## config.mk

```make
export PLATFORM = sky130hd
export DESIGN_NAME = io_port_bridge
export DESIGN_NICKNAME = d
export VERILOG_FILES = /design/src/rtl/io_port_bridge.sv
export SDC_FILE = /design/constraint.sdc
export NUM_CORES = 1
export LEC_CHECK = 0
export CELL_PAD_IN_SITES_DETAIL_PLACEMENT = 2
export CELL_PAD_IN_SITES_GLOBAL_PLACEMENT = 2
export CORE_MARGIN = 2
export CORE_UTILIZATION = 41
export DETAILED_ROUTE_END_ITERATION = 8
export PLACE_DENSITY_LB_ADDON = 0.25
export SETUP_SLACK_MARGIN = 0.2
export SKIP_LAST_GASP = 1
export SLEW_MARGIN = 20
export SYNTH_ARGS = -nofsm -noshare
export SYNTH_HDL_FRONTEND = slang
export SYNTH_SLANG_ARGS = --single-unit
```

## constraint.sdc

```tcl
create_clock -name clk -period 4.9 [get_ports clk]
set_clock_uncertainty 0.1 [all_clocks]
set_input_delay 0.98 -clock clk [delete_from_list [all_inputs] [get_ports clk]]
set_output_delay 0.98 -clock clk [all_outputs]
set_load 0.03 [all_outputs]
```

## src/rtl/io_port_bridge.sv

```systemverilog
// ----------------------------------------------------------------------------
// io_port_bridge
//   Glue between the pipeline core's I/O pins and an external device.
//
//   TX path: core OUT writes (out_port qualified by out_en) are queued in a
//   DEPTH-entry circular FIFO. The FIFO drains to the device over a
//   valid/ready handshake (tx_data/tx_valid/tx_ready).
//
//   RX path: device words arrive over rx_data/rx_valid/rx_ready. An accepted
//   word is latched onto in_port. A one-cycle interrupt pulse follows, then a
//   HOLDOFF-cycle window in which no further word is taken and in_port is
//   stable.
//
// Ports
//   clk, rst            single clock, asynchronous active-high reset
//   out_port, out_en    core write data / OUT strobe (one push per cycle)
//   tx_data, tx_valid   FIFO head to device, FIFO non-empty
//   tx_ready            device takes tx_data this cycle
//   rx_data, rx_valid   device word / offer
//   rx_ready            bridge can take rx_data
//   in_port             last accepted RX word, to core
//   interrupt           one-cycle interrupt request to core
//   tx_count            FIFO occupancy (0..DEPTH)
//   tx_ovf              sticky flag: a push was dropped on a full FIFO
// ----------------------------------------------------------------------------
module io_port_bridge #(
   parameter int W       = 16,
   parameter int DEPTH   = 4,
   parameter int HOLDOFF = 8
) (
   input  logic                     clk,
   input  logic                     rst,
   input  logic [W-1:0]             out_port,
   input  logic                     out_en,
   output logic [W-1:0]             tx_data,
   output logic                     tx_valid,
   input  logic                     tx_ready,
   input  logic [W-1:0]             rx_data,
   input  logic                     rx_valid,
   output logic                     rx_ready,
   output logic [W-1:0]             in_port,
   output logic                     interrupt,
   output logic [$clog2(DEPTH):0]   tx_count,
   output logic                     tx_ovf
);

   localparam int AW = $clog2(DEPTH);
   localparam int CW = AW + 1;
   localparam int HW = (HOLDOFF > 1) ? $clog2(HOLDOFF) : 1;

   localparam logic [CW-1:0] FULL  = CW'(DEPTH);
   localparam logic [HW-1:0] HLOAD = HW'(HOLDOFF - 1);

   // -------------------------------------------------------------------------
   // TX FIFO
   // -------------------------------------------------------------------------
   logic [DEPTH-1:0][W-1:0] mem_q;
   logic [AW-1:0]           rd_ptr_q, rd_ptr_d;
   logic [AW-1:0]           wr_ptr_q, wr_ptr_d;
   logic [CW-1:0]           cnt_q, cnt_d;
   logic                    ovf_q, ovf_d;
   logic                    pop, push;

   assign tx_valid = (cnt_q != '0);
   assign pop      = tx_valid & tx_ready;
   // A pop in the same cycle frees a slot, so a full FIFO still takes a push.
   assign push     = out_en & ((cnt_q != FULL) | pop);

   always_comb begin
      rd_ptr_d = rd_ptr_q;
      wr_ptr_d = wr_ptr_q;
      cnt_d    = cnt_q;
      ovf_d    = ovf_q;
      if (pop)  rd_ptr_d = rd_ptr_q + AW'(1);
      if (push) wr_ptr_d = wr_ptr_q + AW'(1);
      if (push && !pop)      cnt_d = cnt_q + CW'(1);
      else if (pop && !push) cnt_d = cnt_q - CW'(1);
      if (out_en && !push)   ovf_d = 1'b1;
   end

   // Storage is reset too, so tx_data reads 0 straight out of reset.
   always_ff @(posedge clk or posedge rst) begin
      if (rst) begin
         mem_q    <= '0;
         rd_ptr_q <= '0;
         wr_ptr_q <= '0;
         cnt_q    <= '0;
         ovf_q    <= 1'b0;
      end else begin
         if (push) mem_q[wr_ptr_q] <= out_port;
         rd_ptr_q <= rd_ptr_d;
         wr_ptr_q <= wr_ptr_d;
         cnt_q    <= cnt_d;
         ovf_q    <= ovf_d;
      end
   end

   // Registered head: no fall-through, stable while stalled.
   assign tx_data  = mem_q[rd_ptr_q];
   assign tx_count = cnt_q;
   assign tx_ovf   = ovf_q;

   // -------------------------------------------------------------------------
   // RX FSM
   // -------------------------------------------------------------------------
   typedef enum logic [1:0] {
      S_IDLE   = 2'd0,
      S_ASSERT = 2'd1,
      S_HOLD   = 2'd2
   } rx_state_t;

   rx_state_t     state_q, state_d;
   logic [HW-1:0] hcnt_q, hcnt_d;
   logic [W-1:0]  in_port_q, in_port_d;
   logic          irq_q, irq_d;
   logic          accept;

   assign rx_ready = (state_q == S_IDLE) & ~rst;
   assign accept   = rx_valid & rx_ready;

   always_comb begin
      state_d   = state_q;
      hcnt_d    = hcnt_q;
      in_port_d = in_port_q;
      irq_d     = 1'b0;
      case (state_q)
         S_IDLE: begin
            if (accept) begin
               in_port_d = rx_data;
               irq_d     = 1'b1;      // pulse lands in the ASSERT cycle
               state_d   = S_ASSERT;
            end
         end
         S_ASSERT: begin
            hcnt_d  = HLOAD;
            state_d = S_HOLD;
         end
         S_HOLD: begin
            if (hcnt_q == '0) state_d = S_IDLE;
            else              hcnt_d  = hcnt_q - HW'(1);
         end
         default: state_d = S_IDLE;
      endcase
   end

   always_ff @(posedge clk or posedge rst) begin
      if (rst) begin
         state_q   <= S_IDLE;
         hcnt_q    <= '0;
         in_port_q <= '0;
         irq_q     <= 1'b0;
      end else begin
         state_q   <= state_d;
         hcnt_q    <= hcnt_d;
         in_port_q <= in_port_d;
         irq_q     <= irq_d;
      end
   end

   assign in_port   = in_port_q;
   assign interrupt = irq_q;

endmodule
```

======== After elaboration in Yosys (flattened, before gate mapping) ========
Cells that the tools add are included.
word-level totals
  input bits .............................. 37
  register bits ........................... 94
operators by class
  add/sub/neg operators ................... 5
  bitwise operators ....................... 6
  reduce and logical (&&, ||, !) cells .... 14
  muxes and demuxes ....................... 14
  eq/ne operators ......................... 6
  magnitude comparators ................... 3
operators by type and width
  kind                   number
  $bwmux W64             1
  $bmux W16 S2           1
  $demux W16 S2          1
  $mux W16               2
  $mux W3                3
  $lt A2 B3 Y1 const B   2
  $ne A2 B2 Y1 const B   3
  $pmux W2 S3            1
  $pmux W3 S2            1
  $reduce_and A2 Y1      3
  $sub A3 B1 Y3 const B  2
  $add A2 B1 Y2 const B  2
  $and A1 B1 Y1          4
  $logic_and A1 B1 Y1    4
  $mux W2                2
  $reduce_bool A2 Y1     2
  $add A3 B1 Y3 const B  1
  $logic_not A3 Y1       1
  $ne A3 B3 Y1 const B   1
  $reduce_bool A3 Y1     1
  $eq A2 B1 Y1 const B   1
  $eq A2 B2 Y1 const B   1
  $ge A2 B1 Y1 const B   1
  $logic_not A1 Y1       2
  4 further kinds        5

======== Depth between registers and ports, before layout ========
  word-level depth ........................ 8
  depth in mapped cells ................... 9
  gate-level depth less buffers ........... 9

======== Worst setup path before layout ========
Ideal clock, no wire load.
  path type ............................... input to register
  start point ............................. in rst
  end point ............................... reg in_port_q[0], in the netlist in_port[0]
  data required time ...................... 4.675 ns
  data arrival time ....................... 2.649 ns
  stages .................................. 5
  path buffers ............................ 2
  setup slack ............................. 2.026 ns
  cell sequence ........................... nor3_1 > and2_1 > buf_2 > buf_2 > mux2_2
between the ends
  longest elaborated chain between the ends .. 4
ends and longest elaborated chain
  item                                RTL line  source
  start: declaration                  32        input logic rst,
  $not A1 Y1                          118       assign rx_ready = (state_q == S_IDLE) & ~rst;
  $and A1 B1 Y1                       118
  $and A1 B1 Y1                       119       assign accept = rx_valid & rx_ready;
  $reduce_and A2 Y1 (no source line)  --
  end signal: assignment              155       in_port_q <= in_port_d;
  end: declaration                    114       logic [W-1:0] in_port_q, in_port_d;
Every way passes these cells.
A chain may end at the register's enable or synchronous reset.

======== Worst setup path in the final report ========
  start point ............................. reg rd_ptr_q[0]
  end point ............................... out tx_data[15]
between the ends
  longest elaborated chain between the ends .. 2
ends and longest elaborated chain
  item                            RTL line  source
  start: declaration              58        logic [AW-1:0] rd_ptr_q, rd_ptr_d;
  start signal: assignment        91        rd_ptr_q <= rd_ptr_d;
  $bmux W16 S2                    99        assign tx_data = mem_q[rd_ptr_q];
  $mux W16 (not written as such)  99
  end: declaration                35        output logic [W-1:0] tx_data,
Every way passes these cells. The select of a mux whose other input is x is not followed.

==> impl_metrics.csv <==
group,metric,value,unit
synthesis,synth_fp_nets,308,
worst_setup_path,setup.worst_path.start_class,"register",
cells_and_area,layout_common_cells,"94 x dfrtp_1, 75 x clkdlybuf4s50_1, 42 x mux2_2",
worst_setup_path,criticalPathCategory,"register to primary output",
clock_tree,root_buffer,"clkbuf_8",
floorplanning,core,10300,um^2
clock_tree,postCtsSetupBuffers,0,
placement,portBuffers,75,
synthesis,synth_cells,263,
power_and_ir_drop,comb_power_share,50.0,%
power_and_ir_drop,p_clk_share,14.2,%
drt,wire_per_inst,20.3,um
clock_tree,cts.clk_slew.worst_paths,0.09,ns
cells_and_area,mostFrequentLayoutCell,"dfrtp_1",
floorplanning,ios,76,
power_and_ir_drop,p_leak,2.27,nW
global_routing,grt_antenna_before_repair,0,
cells_and_area,final_nets,382,
drt,drtIter0Drc,88,
synthesis,synth_area_per_cell,16.5,um^2
global_routing,grt_pass1_wl,15900,um
cells_and_area,finalCoreUtilization,52.1,%
floorplanning,die_x,107,um
worst_setup_path,rrSetupSlack,2.43,ns
placement,dpl.hpwl,6540,um
sta,finalCritPeriodShare,76.6,%
drt,drtPass1Iterations,4,
clock_tree,clock_sinks,94,
synthesis,async_flop_share,100,%
sta,hold_viol,0,
clock_tree,clock_path_buffers,2,
synthesis,synth_area_leaders,"dfrtp_1 54%, mux2_4 14%, mux2_2 11%, mux4_2 8.3%, ha_1 2.0%",
worst_hold_path,hp-class,"register to register",
synthesis,synth-main-ff-cell,"dfrtp_1",
worst_setup_path,critPathRequiredTime,3.82,ns
placement,place.gp.congestion,0.672,
cells_and_area,antenna_cells,0,
cells_and_area,drive_gt1_share,34.9,%
drt,route.detailed.drc,0,
power_and_ir_drop,vdd_drop_max,0.000340,V
synthesis,netlist-cell-type-count,31,
synthesis,syn_area,4340,um^2
sta,fmax,266,MHz
synthesis,synth_top_area_share,54.3,%
sta,worstMarginPinSlew,1.07,ns
clock_tree,cts_tree,"yes",
power_and_ir_drop,p_switching,1.50,mW
cells_and_area,synthToLayoutAreaGrowth,23.4,%
drt,wl,9680,um
clock_tree,hold_buffers,0,
sta,tns,0,ns
power_and_ir_drop,pwr-share-seq,35.8,%
floorplanning,die_area,11400,um^2
clock_tree,insertion_delay,0.36,ns
drt,drt.antenna.violating_nets,0,
floorplanning,fp.dieH,107,um
power_and_ir_drop,power.share.switching,36.5,%
worst_setup_path,slowest_delay,0.92,ns
clock_tree,cts_resized,0,
global_routing,gr-total-overflow,0,
worst_setup_path,cp_cell_sequence,"buf_4 -> mux4_2 -> clkdlybuf4s50_1",
synthesis,synth.yosys.warnings,0,
global_routing,grt_use_total,18.3,%
sta,min_period,3.75,ns
synthesis,ys_ff_latch,94,
synthesis,ys_seq_area_share,54.3,%
worst_setup_path,crit_fanout,15,
global_routing,grt_pass1_vias,2885,
sta,rsz0062_at_grt,"no",
floorplanning,std_cell_rows,37,
status,status,"complete, no violations",
worst_setup_path,path_delay_family,"flip-flops",
sta,maxSlewHeadroom,28.8,%
synthesis,synth_edf_count,0,
floorplanning,initial_utilization,42.2,%
run,maxCapViolations,0,
drt,vias,2484,
global_routing,grt_max_degree,42,
sta,finalMaxSlewViolations,0,
clock_tree,cts_buffers,9,
drt,vias_per_cell,5.21,
sta,setup_viol,0,
worst_setup_path,end_kind,"primary output",
clock_tree,h-tree-depth,3,
power_and_ir_drop,pwr_density_cell,770,nW/um^2
worst_setup_path,critPathSlowestCell,"dfrtp_1",
synthesis,yosysTopAreaCell,"dfrtp_1",
worst_setup_path,worst-path-buf-inv,2,
power_and_ir_drop,p_int,2.62,mW
worst_setup_path,arrival,2.67,ns
## worst reg2reg max path: cells and delay by family (launching register included)
kind	cells	cell delay, ns
adder cells (fa/ha/maj)	2	0.62
multiplexers	1	0.27
AND/OR/NAND/NOR	2	0.75
flip-flops	1	0.46
buffers and inverters	2	0.14
## per-layer routing
metal / global-route usage (%) / vias up / wire [um]
li1: - / 1089 / -
met1: 25.1 / 1315 / 4490
met2: 29.4 / 69 / 4740
met3: 3.95 / 11 / 344
met4: 5.29 / 0 / 115
met5: 0 / - / 0
## flip-flops by register name (all words and copies together) (netlist names)
| signal | count |
|---|---|
| interrupt | 1 |
| hcnt_q | 3 |
| tx_count | 3 |
| mem_q | 64 |
| wr_ptr_q | 2 |
| state_q | 2 |
| rd_ptr_q | 2 |
| in_port | 16 |
| tx_ovf | 1 |
## final cells by class
| type | count | area (um^2) |
|---|---|---|
| sequential | 94 | 2350 |
| multi-input combinational | 143 | 1790 |
| fill | 964 | 4930 |
| inverter | 10 | 38.8 |
| tap | 136 | 170 |
| clock inverter | 3 | 67.6 |
| timing repair buffer | 79 | 781 |
| clock buffer | 12 | 155 |
## logic make-up after synthesis
group	after synthesis	share of synthesized area [%]
muxes	98	33.1
DFF	94	54.3
buffers and inverters	26	4.59
and+or+nand+nor	21	2.89
AOI/OAI and AO/OA	10	1.50
adders and majority gates	8	2.48
xor gates and xnor gates	6	1.21
## Yosys cell counts (2+ instances only)
| cell type | number |
|---|---|
| dfrtp_1 | 94 |
| mux2_2 | 42 |
| mux2_4 | 40 |
| mux4_2 | 16 |
| inv_1 | 10 |
| ha_1 | 7 |
| buf_2 | 5 |
| nand2b_1 | 5 |
| and3_1 | 4 |
| buf_12 | 4 |
| buf_6 | 4 |
| xnor2_1 | 4 |
| nand2_1 | 3 |
| a211oi_1 | 2 |
| a21oi_1 | 2 |
| and2_1 | 2 |
| clkbuf_1 | 2 |
| nand3_1 | 2 |
| o21ai_0 | 2 |
| xor2_1 | 2 |
## final timing paths
kind | from | endpoint | cells after the start
setup / recovery | rd_ptr_q[0] | tx_data[15] | 3
hold / removal | tx_ovf | tx_ovf | 1
setup reg to reg | tx_count[0] | tx_count[1] | 7
hold reg to reg | tx_ovf | tx_ovf | 1
max in group asynchronous | rst | wr_ptr_q[1] | 3
min in group asynchronous | rst | in_port[10] | 2
## power groups by stage
stage	logic [mW]	clock network (mW)	registers, mW
after floorplan	1.38	0	1.51
after global placement	2.02	0	1.47
after detailed placement	2.07	0	1.50
after CTS	2.09	0.608	1.49
after global routing	2.19	0.630	1.54
final	2.06	0.583	1.48
## stage by stage
stage	power (mW)	instances	area (um^2)	worst slack, ns	hold WS (ns)
after floorplan	2.88	263	4340	1.37	0.375
after global placement	3.49	462	5130	1.48	0.368
after CTS	4.19	477	5350	1.07	0.388
final	4.12	477	5350	1.15	0.378
after global routing	4.36	477	5350	0.974	0.393
after detailed placement	3.57	462	5130	1.39	0.370
Power figures use the tool's default switching activity.
